--- config.mk ---
export PLATFORM = sky130hd
export DESIGN_NAME = param_ring_counter
export DESIGN_NICKNAME = d
export VERILOG_FILES = /design/src/rtl/ring_counter_pkg.sv /design/src/rtl/ring_state_check.sv /design/src/rtl/param_ring_counter.sv
export SDC_FILE = /design/constraint.sdc
export NUM_CORES = 1
export LEC_CHECK = 0
export ABC_AREA = 1
export ABC_CLOCK_PERIOD_IN_PS = 1200
export CAP_MARGIN = 20
export CORE_AREA = 2 2 39 41
export CTS_CLUSTER_SIZE = 28
export DETAILED_ROUTE_END_ITERATION = 16
export DIE_AREA = 0 0 41 43
export HOLD_SLACK_MARGIN = 0.08
export SETUP_SLACK_MARGIN = 0.4
export SYNTH_ARGS = -nofsm -noshare
export SYNTH_HDL_FRONTEND = slang
export SYNTH_SLANG_ARGS = --single-unit
--- constraint.sdc ---
create_clock -name clk -period 1.2 [get_ports clk]
set_input_delay 0.18 -clock clk [delete_from_list [all_inputs] [get_ports clk]]
set_output_delay 0.18 -clock clk [all_outputs]
set_load 0.02 [all_outputs]
--- src/rtl/ring_counter_pkg.sv ---
// Shared constants for the shift-register counter family.
package ring_counter_pkg;

    // Counter flavour selected by the mode input.
    localparam logic MODE_RING    = 1'b0;
    localparam logic MODE_JOHNSON = 1'b1;

    // Shift direction selected by the dir input.
    localparam logic DIR_LEFT  = 1'b0;  // toward MSB
    localparam logic DIR_RIGHT = 1'b1;  // toward LSB

endpackage

--- src/rtl/ring_state_check.sv ---
// Legality detector for ring (one-hot) and Johnson (thermometer) states.
// Shared by the valid flag and the self-correction path of the counter,
// and usable by any other sequencer built on the same state encodings.
module ring_state_check
    import ring_counter_pkg::*;
#(
    parameter int WIDTH = 4
) (
    input  logic [WIDTH-1:0] state,
    input  logic             mode,
    output logic             legal
);

    localparam logic [WIDTH-1:0] ONE = {{(WIDTH-1){1'b0}}, 1'b1};

    logic [WIDTH-1:0] w_inv;
    logic             w_onehot;
    logic             w_low_therm;
    logic             w_high_therm;

    // Classify the state: one-hot, low thermometer (0..01..1) or high thermometer (1..10..0).
    always_comb begin
        w_inv        = ~state;
        // x & (x-1) clears the lowest set bit; zero result with x != 0 means one bit set.
        w_onehot     = (state != '0) && ((state & (state - ONE)) == '0);
        // x & (x+1) is zero only when x is a run of ones anchored at the LSB (or zero).
        w_low_therm  = ((state & (state + ONE)) == '0);
        // The complement of a high thermometer code is a low thermometer code.
        w_high_therm = ((w_inv & (w_inv + ONE)) == '0);
        if (mode == MODE_JOHNSON) begin
            legal = w_low_therm || w_high_therm;
        end else begin
            legal = w_onehot;
        end
    end

endmodule

--- src/rtl/param_ring_counter.sv ---
// Parametrised ring / Johnson counter with direction control, parallel load,
// self-correction of illegal states, a legality flag and a wrap pulse.
module param_ring_counter
    import ring_counter_pkg::*;
#(
    parameter int WIDTH     = 4,
    parameter int RESET_POS = 0
) (
    input  logic             clk,
    input  logic             reset,
    input  logic             enable,
    input  logic             mode,
    input  logic             dir,
    input  logic             load,
    input  logic [WIDTH-1:0] load_val,
    output logic [WIDTH-1:0] count,
    output logic             valid,
    output logic             wrap
);

    // Reject configurations that have no meaningful one-hot reset pattern.
    generate
        if (WIDTH < 2 || RESET_POS < 0 || RESET_POS >= WIDTH) begin : g_bad_params
            $error("param_ring_counter: need WIDTH >= 2 and 0 <= RESET_POS < WIDTH");
        end
    endgenerate

    localparam logic [WIDTH-1:0] RING_HOME = {{(WIDTH-1){1'b0}}, 1'b1} << RESET_POS;

    logic [WIDTH-1:0] r_count;
    logic             r_wrap;
    logic [WIDTH-1:0] w_home;
    logic [WIDTH-1:0] w_shift;
    logic             w_fill_left;
    logic             w_fill_right;
    logic             w_legal;

    ring_state_check #(
        .WIDTH (WIDTH)
    ) u_check (
        .state (r_count),
        .mode  (mode),
        .legal (w_legal)
    );

    // Home pattern and the one-step shifted value for the current mode and direction.
    always_comb begin
        w_home       = (mode == MODE_JOHNSON) ? '0 : RING_HOME;
        // Johnson mode feeds back the inverted outgoing bit; ring mode feeds it back as is.
        w_fill_left  = (mode == MODE_JOHNSON) ? ~r_count[WIDTH-1] : r_count[WIDTH-1];
        w_fill_right = (mode == MODE_JOHNSON) ? ~r_count[0]       : r_count[0];
        if (dir == DIR_LEFT) begin
            w_shift = {r_count[WIDTH-2:0], w_fill_left};
        end else begin
            w_shift = {w_fill_right, r_count[WIDTH-1:1]};
        end
    end

    // State register: reset > load > correction/shift on enable > hold.
    always_ff @(posedge clk) begin
        if (reset) begin
            // The reset pattern is the ring home in both modes; in Johnson mode
            // it is a legal LSB/MSB one-hot only when RESET_POS is an end bit.
            r_count <= RING_HOME;
            r_wrap  <= 1'b0;
        end else if (load) begin
            r_count <= load_val;
            r_wrap  <= 1'b0;
        end else if (enable) begin
            if (!w_legal) begin
                r_count <= w_home;
                r_wrap  <= 1'b0;
            end else begin
                r_count <= w_shift;
                r_wrap  <= (w_shift == w_home);
            end
        end else begin
            r_wrap <= 1'b0;
        end
    end

    assign count = r_count;
    assign wrap  = r_wrap;
    assign valid = w_legal;

endmodule

After elaboration in Yosys (flattened, before gate mapping)
Index checks and enable logic that the tools add are counted.

Add/subtract/negate cells: 3. Eq/ne operators: 1. Mux-type cells: 8. Bitwise operators: 8. Reductions and logical operators: 8.

Operator list (count): $mux W4 (4); $and A4 B4 Y4 (3); $logic_not A4 Y1 (3); $add A4 B1 Y4 const B (2); $eq A4 B1 Y1 (1); $mux W1 (4); $not A1 Y1 (4); $not A4 Y4 (1); $reduce_bool A4 Y1 (1); $reduce_or A4 Y1 (1); $sub A4 B1 Y4 const B (1); $reduce_bool A2 Y1 (1); $logic_and A1 B1 Y1 (1); $logic_or A1 B1 Y1 (1).

Register bits: 5. Bits of input ports: 10. Output and inout bits: 6. Logic and storage cells: 30.

Longest topological paths before layout
Depth after elaboration: 9. Depth in mapped cells: 9. Gate-level depth less buffers: 9.

By module
From an unflattened synthesis, not the netlist that was laid out.

Cell total of the unflattened synthesis: 79. Area total of the unflattened synthesis: 416.6 um^2.

Modules (own cells, without submodules): param_ring_counter (times used 1, cells each 57, area each 329.1 um^2, sequential area each 100.1 um^2); ring_state_check (times used 1, cells each 22, area each 87.6 um^2, sequential area each 0.0 um^2).

Worst setup path after synthesis
OpenSTA, ideal clock, no wires.

Kind: reg-to-output. Start point: register r_count[2] (netlist: count[2]). End point: output port valid. Data arrival time: 1.095 ns. Data required time: 1.020 ns. Setup slack: -0.075 ns. Stages on the path, launching flop included: 6. Path buffers: 0. Cell sequence: dfxtp_1 -> inv_1 -> o21ai_1 -> nand2_1 -> nand2_2 -> and2_2.

Cells in the longest elaborated chain, start to end: 6. Elaborated cells between the ends (all ways): 14. Classes of those cells: add/sub: 3; mux: 1; bitwise: 4; reduce/logical: 6.

RTL lines: from (decl) (line param_ring_counter.sv:30) `logic [WIDTH-1:0] r_count;`; from (signal assigned) (line param_ring_counter.sv:67) `r_count <= load_val;`; from (signal assigned) (line param_ring_counter.sv:71) `r_count <= w_home;`; from (signal assigned) (line param_ring_counter.sv:74) `r_count <= w_shift;`; $not A4 Y4 (line ring_state_check.sv:23) `w_inv = ~state;`; $add A4 B1 Y4 (line ring_state_check.sv:29) `w_high_therm = ((w_inv & (w_inv + ONE)) == '0);`; $and A4 B4 Y4 (line ring_state_check.sv:29); $logic_not A4 Y1 (line ring_state_check.sv:29); $logic_or A1 B1 Y1 (line ring_state_check.sv:31) `legal = w_low_therm || w_high_therm;`; $mux W1 (*) (line ring_state_check.sv:30) `if (mode == MODE_JOHNSON) begin`; to (decl) (line param_ring_counter.sv:17) `output logic valid,`.

Every way passes the cells marked *; elsewhere a longest branch is shown, timed or not.

Final worst setup path
Start point: register r_count[1] (netlist: count[1]). End point: output port valid.

Same word-level chain as after synthesis.

==> results.toml <==
[synth]
syn-cell-area_um2 = 394
muxShareOfSynthArea_pct = 0
yosysTopAreaCell = "dfxtp_1"
synth_area_leaders = "dfxtp_1 (25%), nand2_1 (22%), nand3_1 (8.9%)"
yosys_warnings = 0
synth_top_area_share_pct = 25.4
synth.distinct_cells = 15
synthCells = 70
synth_compound_area_share_pct = 17.1
syn_nets = 80
synth.ff_latch_count = 5
synth-xor-area-share_pct = 2.22
synthAdderAreaFrac_pct = 0
synthesis.area_per_instance_um2 = 5.63
synth_simple_gate_area_share_pct = 47.6
synth_top_family_by_area = "simple AND/OR/NAND/NOR gates"
yosysSeqAreaShare_pct = 25.4

[timing]
maxSlewHeadroom_pct = 84.2
timing.fmax_mhz = 678
setup_slack_ps = -275
clock_skew_ps = 5.51
finalHoldViolations = 0
rsz0062_at_grt = "true"
setup_viol = 5
drv_slew = 0
tightest_slew_ps = 237
tns_ps = -549
post-route-period-util_pct = 123
min_period_ps = 1470

[placement]
globalplace.congestion = 0.795
dpl_cell_area_um2 = 706
place.port_buffers = 15
dp.cells = 117
dpl.hpwl_um = 963

[grt]
grt_pass1_vias = 561
grt_use_total_pct = 19.0
grt_pass1_wl_mm = 2.27
overflow = 0
grt_max_degree = 6
antenna_found_initial = 0
grt.met1_usage_pct = 21.8
top_usage_layer = "met2"
use_met3_pct = 6.28
use_met2_pct = 32.2

[cts]
holdBufCountCts = 0
clockBufferDepth = 2
clockRootBuffer = "clkbuf_4"
cts_made_buffers = 3
clock_latency_ps = 240
h-tree-depth = 1
cts.sinks = 5
cts_tree = "yes"
clkTransAtPathRegs_ps = 50

[pwr]
ir_worst_vdd_mv = 0.725
power.internal_uw = 491
pwr-share-comb_pct = 47.1
power.net_switching_uw = 246
p_clk_share_pct = 26.6
power_frac_seq_pct = 26.3
power_leakage_uw = 0.000415
power.density_mw_per_mm2 = 854
netSwitchingFraction_pct = 33.4

[finish]
final_cell_area_um2 = 863
drive_gt1_share_pct = 47.7
finish.utilization_pct = 62.4
stdcell_count = 127
antennaDiodeCount = 0
area_growth_pct = 119
num-nets-final = 122
fillCellCount = 117

[route]
drtPass1Iterations = 4
vias = 596
routed_wl_mm = 1.45
wire_per_inst_um = 11.4
first_iter_violations = 9
avgViaCountPerCell = 4.69
antenna_left = 0
drcViolationCount = 0

[run_status]
violations = "negative setup slack"
status = "complete, but fails checks"

[critical_path]
startpoint = "count[1]"
worst-setup-path-type = "register to output port"
reg2reg_from = "count[1]"
required_ps = 1020
worst_setup_path_end_kind = "output port"
r2r-end = "count[2]"
regToRegSetupSlack_ps = -80
startpoint_type = "register"
crit_arrival_ps = 1290
ff2ff_path_depth = 10
path_max_fanout = 5

[worst_hold_path]
hold_class = "primary input to register"
hp-start = "reset"
holdPathStages = 3
holdPathEnd = "count[0]"

[floorplanning]
die_h_um = 43
std_cell_rows = 14
dieWidth_um = 41
core_area_mm2 = 0.00138
dieArea_mm2 = 0.00176
io_pins = 16
initial_core_util_pct = 28.5

[run]
cap_violations = 0
-- flip-flops by register name (all words and copies together), names as in the netlist --
register,flops
wrap,1
count,4
-- synthesized netlist by cell type --
cell type / number
o21ai_1: 2
o21ai_0: 2
and2_2: 1
inv_2: 3
nand4_1: 1
nand2_2: 2
inv_1: 5
nand3_1: 7
a21oi_1: 5
nor2_1: 9
nor2_2: 1
nand2_1: 23
xor2_1: 1
a22oi_1: 3
dfxtp_1: 5
-- timing repair --
| item | in CTS | in global routing |
|---|---|---|
| resized for setup | 55 | 5 |
| endpoints found under the setup margin | 11 | 11 |
| setup buffers | 5 | 1 |
| cloned | 0 | 0 |
| pin swaps | 7 | 2 |
-- worst max-delay path, stage by stage (launching register included) --
cell     delay, ps
dfxtp_4        370
nor2_4         110
nand2_1         60
nand2_1         80
nand2_1         60
nand2_1         70
nand2_2         50
and2_4         130
buf_6          120
-- routing by layer --
| metal | wire length, µm | vias to the layer above |
|---|---|---|
| met4 | 0 | 0 |
| met2 | 797 | 12 |
| met3 | 33 | 0 |
| met1 | 618 | 271 |
| li1 | - | 313 |
| met5 | 0 | - |
-- worst max path at each step --
stage               cells after the start     to  slack [ps]
floorplan                               7  valid         100
global placement                        8  valid        -650
detailed placement                      8  valid        -660
CTS                                     8  valid        -250
global route                            8  valid        -360
finish                                  8  valid        -270
-- power groups by stage --
| stage | combinational (µW) | clock (µW) | sequential [µW] |
|---|---|---|---|
| final | 347 | 196 | 194 |
| after global routing | 377 | 217 | 196 |
| after CTS | 332 | 201 | 193 |
| after detailed placement | 270 | 0 | 194 |
| after global placement | 269 | 0 | 194 |
| after floorplan | 115 | 0 | 207 |
-- final cells by class --
cell class              count  area (µm²)  share of cell area, %
clock buffers               4        26.3                   3.04
flip-flops and latches      5         116                   13.5
multi-input cells          57         317                   36.7
repair buffers             37         352                   40.7
well taps                  16        20.0                   2.32
inverters                   8        32.5                   3.77
-- cells by family after synthesis --
| group | after synthesis |
|---|---|
| compound gates | 12 |
| flops | 5 |
| xor+xnor | 1 |
| simple gates | 44 |
| buf+inv | 8 |
-- placed cells by master, fill, tap and decap left out, drive strengths merged, types with 3 or more instances in the layout --
cell type,netlist,layout
a22oi,3,3
dfxtp,5,5
inv,8,8
nor2,10,10
buf,0,28
a21oi,5,5
nand3,7,7
clkbuf,0,4
o21ai,4,4
clkdlybuf4s50,0,8
nand2,25,25
-- through the flow --
stage | worst slack, ps | power, µW | hold slack [ps]
after floorplan | 97.3 | 322 | 239
after global placement | -653 | 463 | 610
after detailed placement | -661 | 465 | 612
after CTS | -252 | 727 | 577
after global routing | -355 | 790 | 595
final | -275 | 737 | 575
No activity file was read; power rests on OpenSTA's default activity.
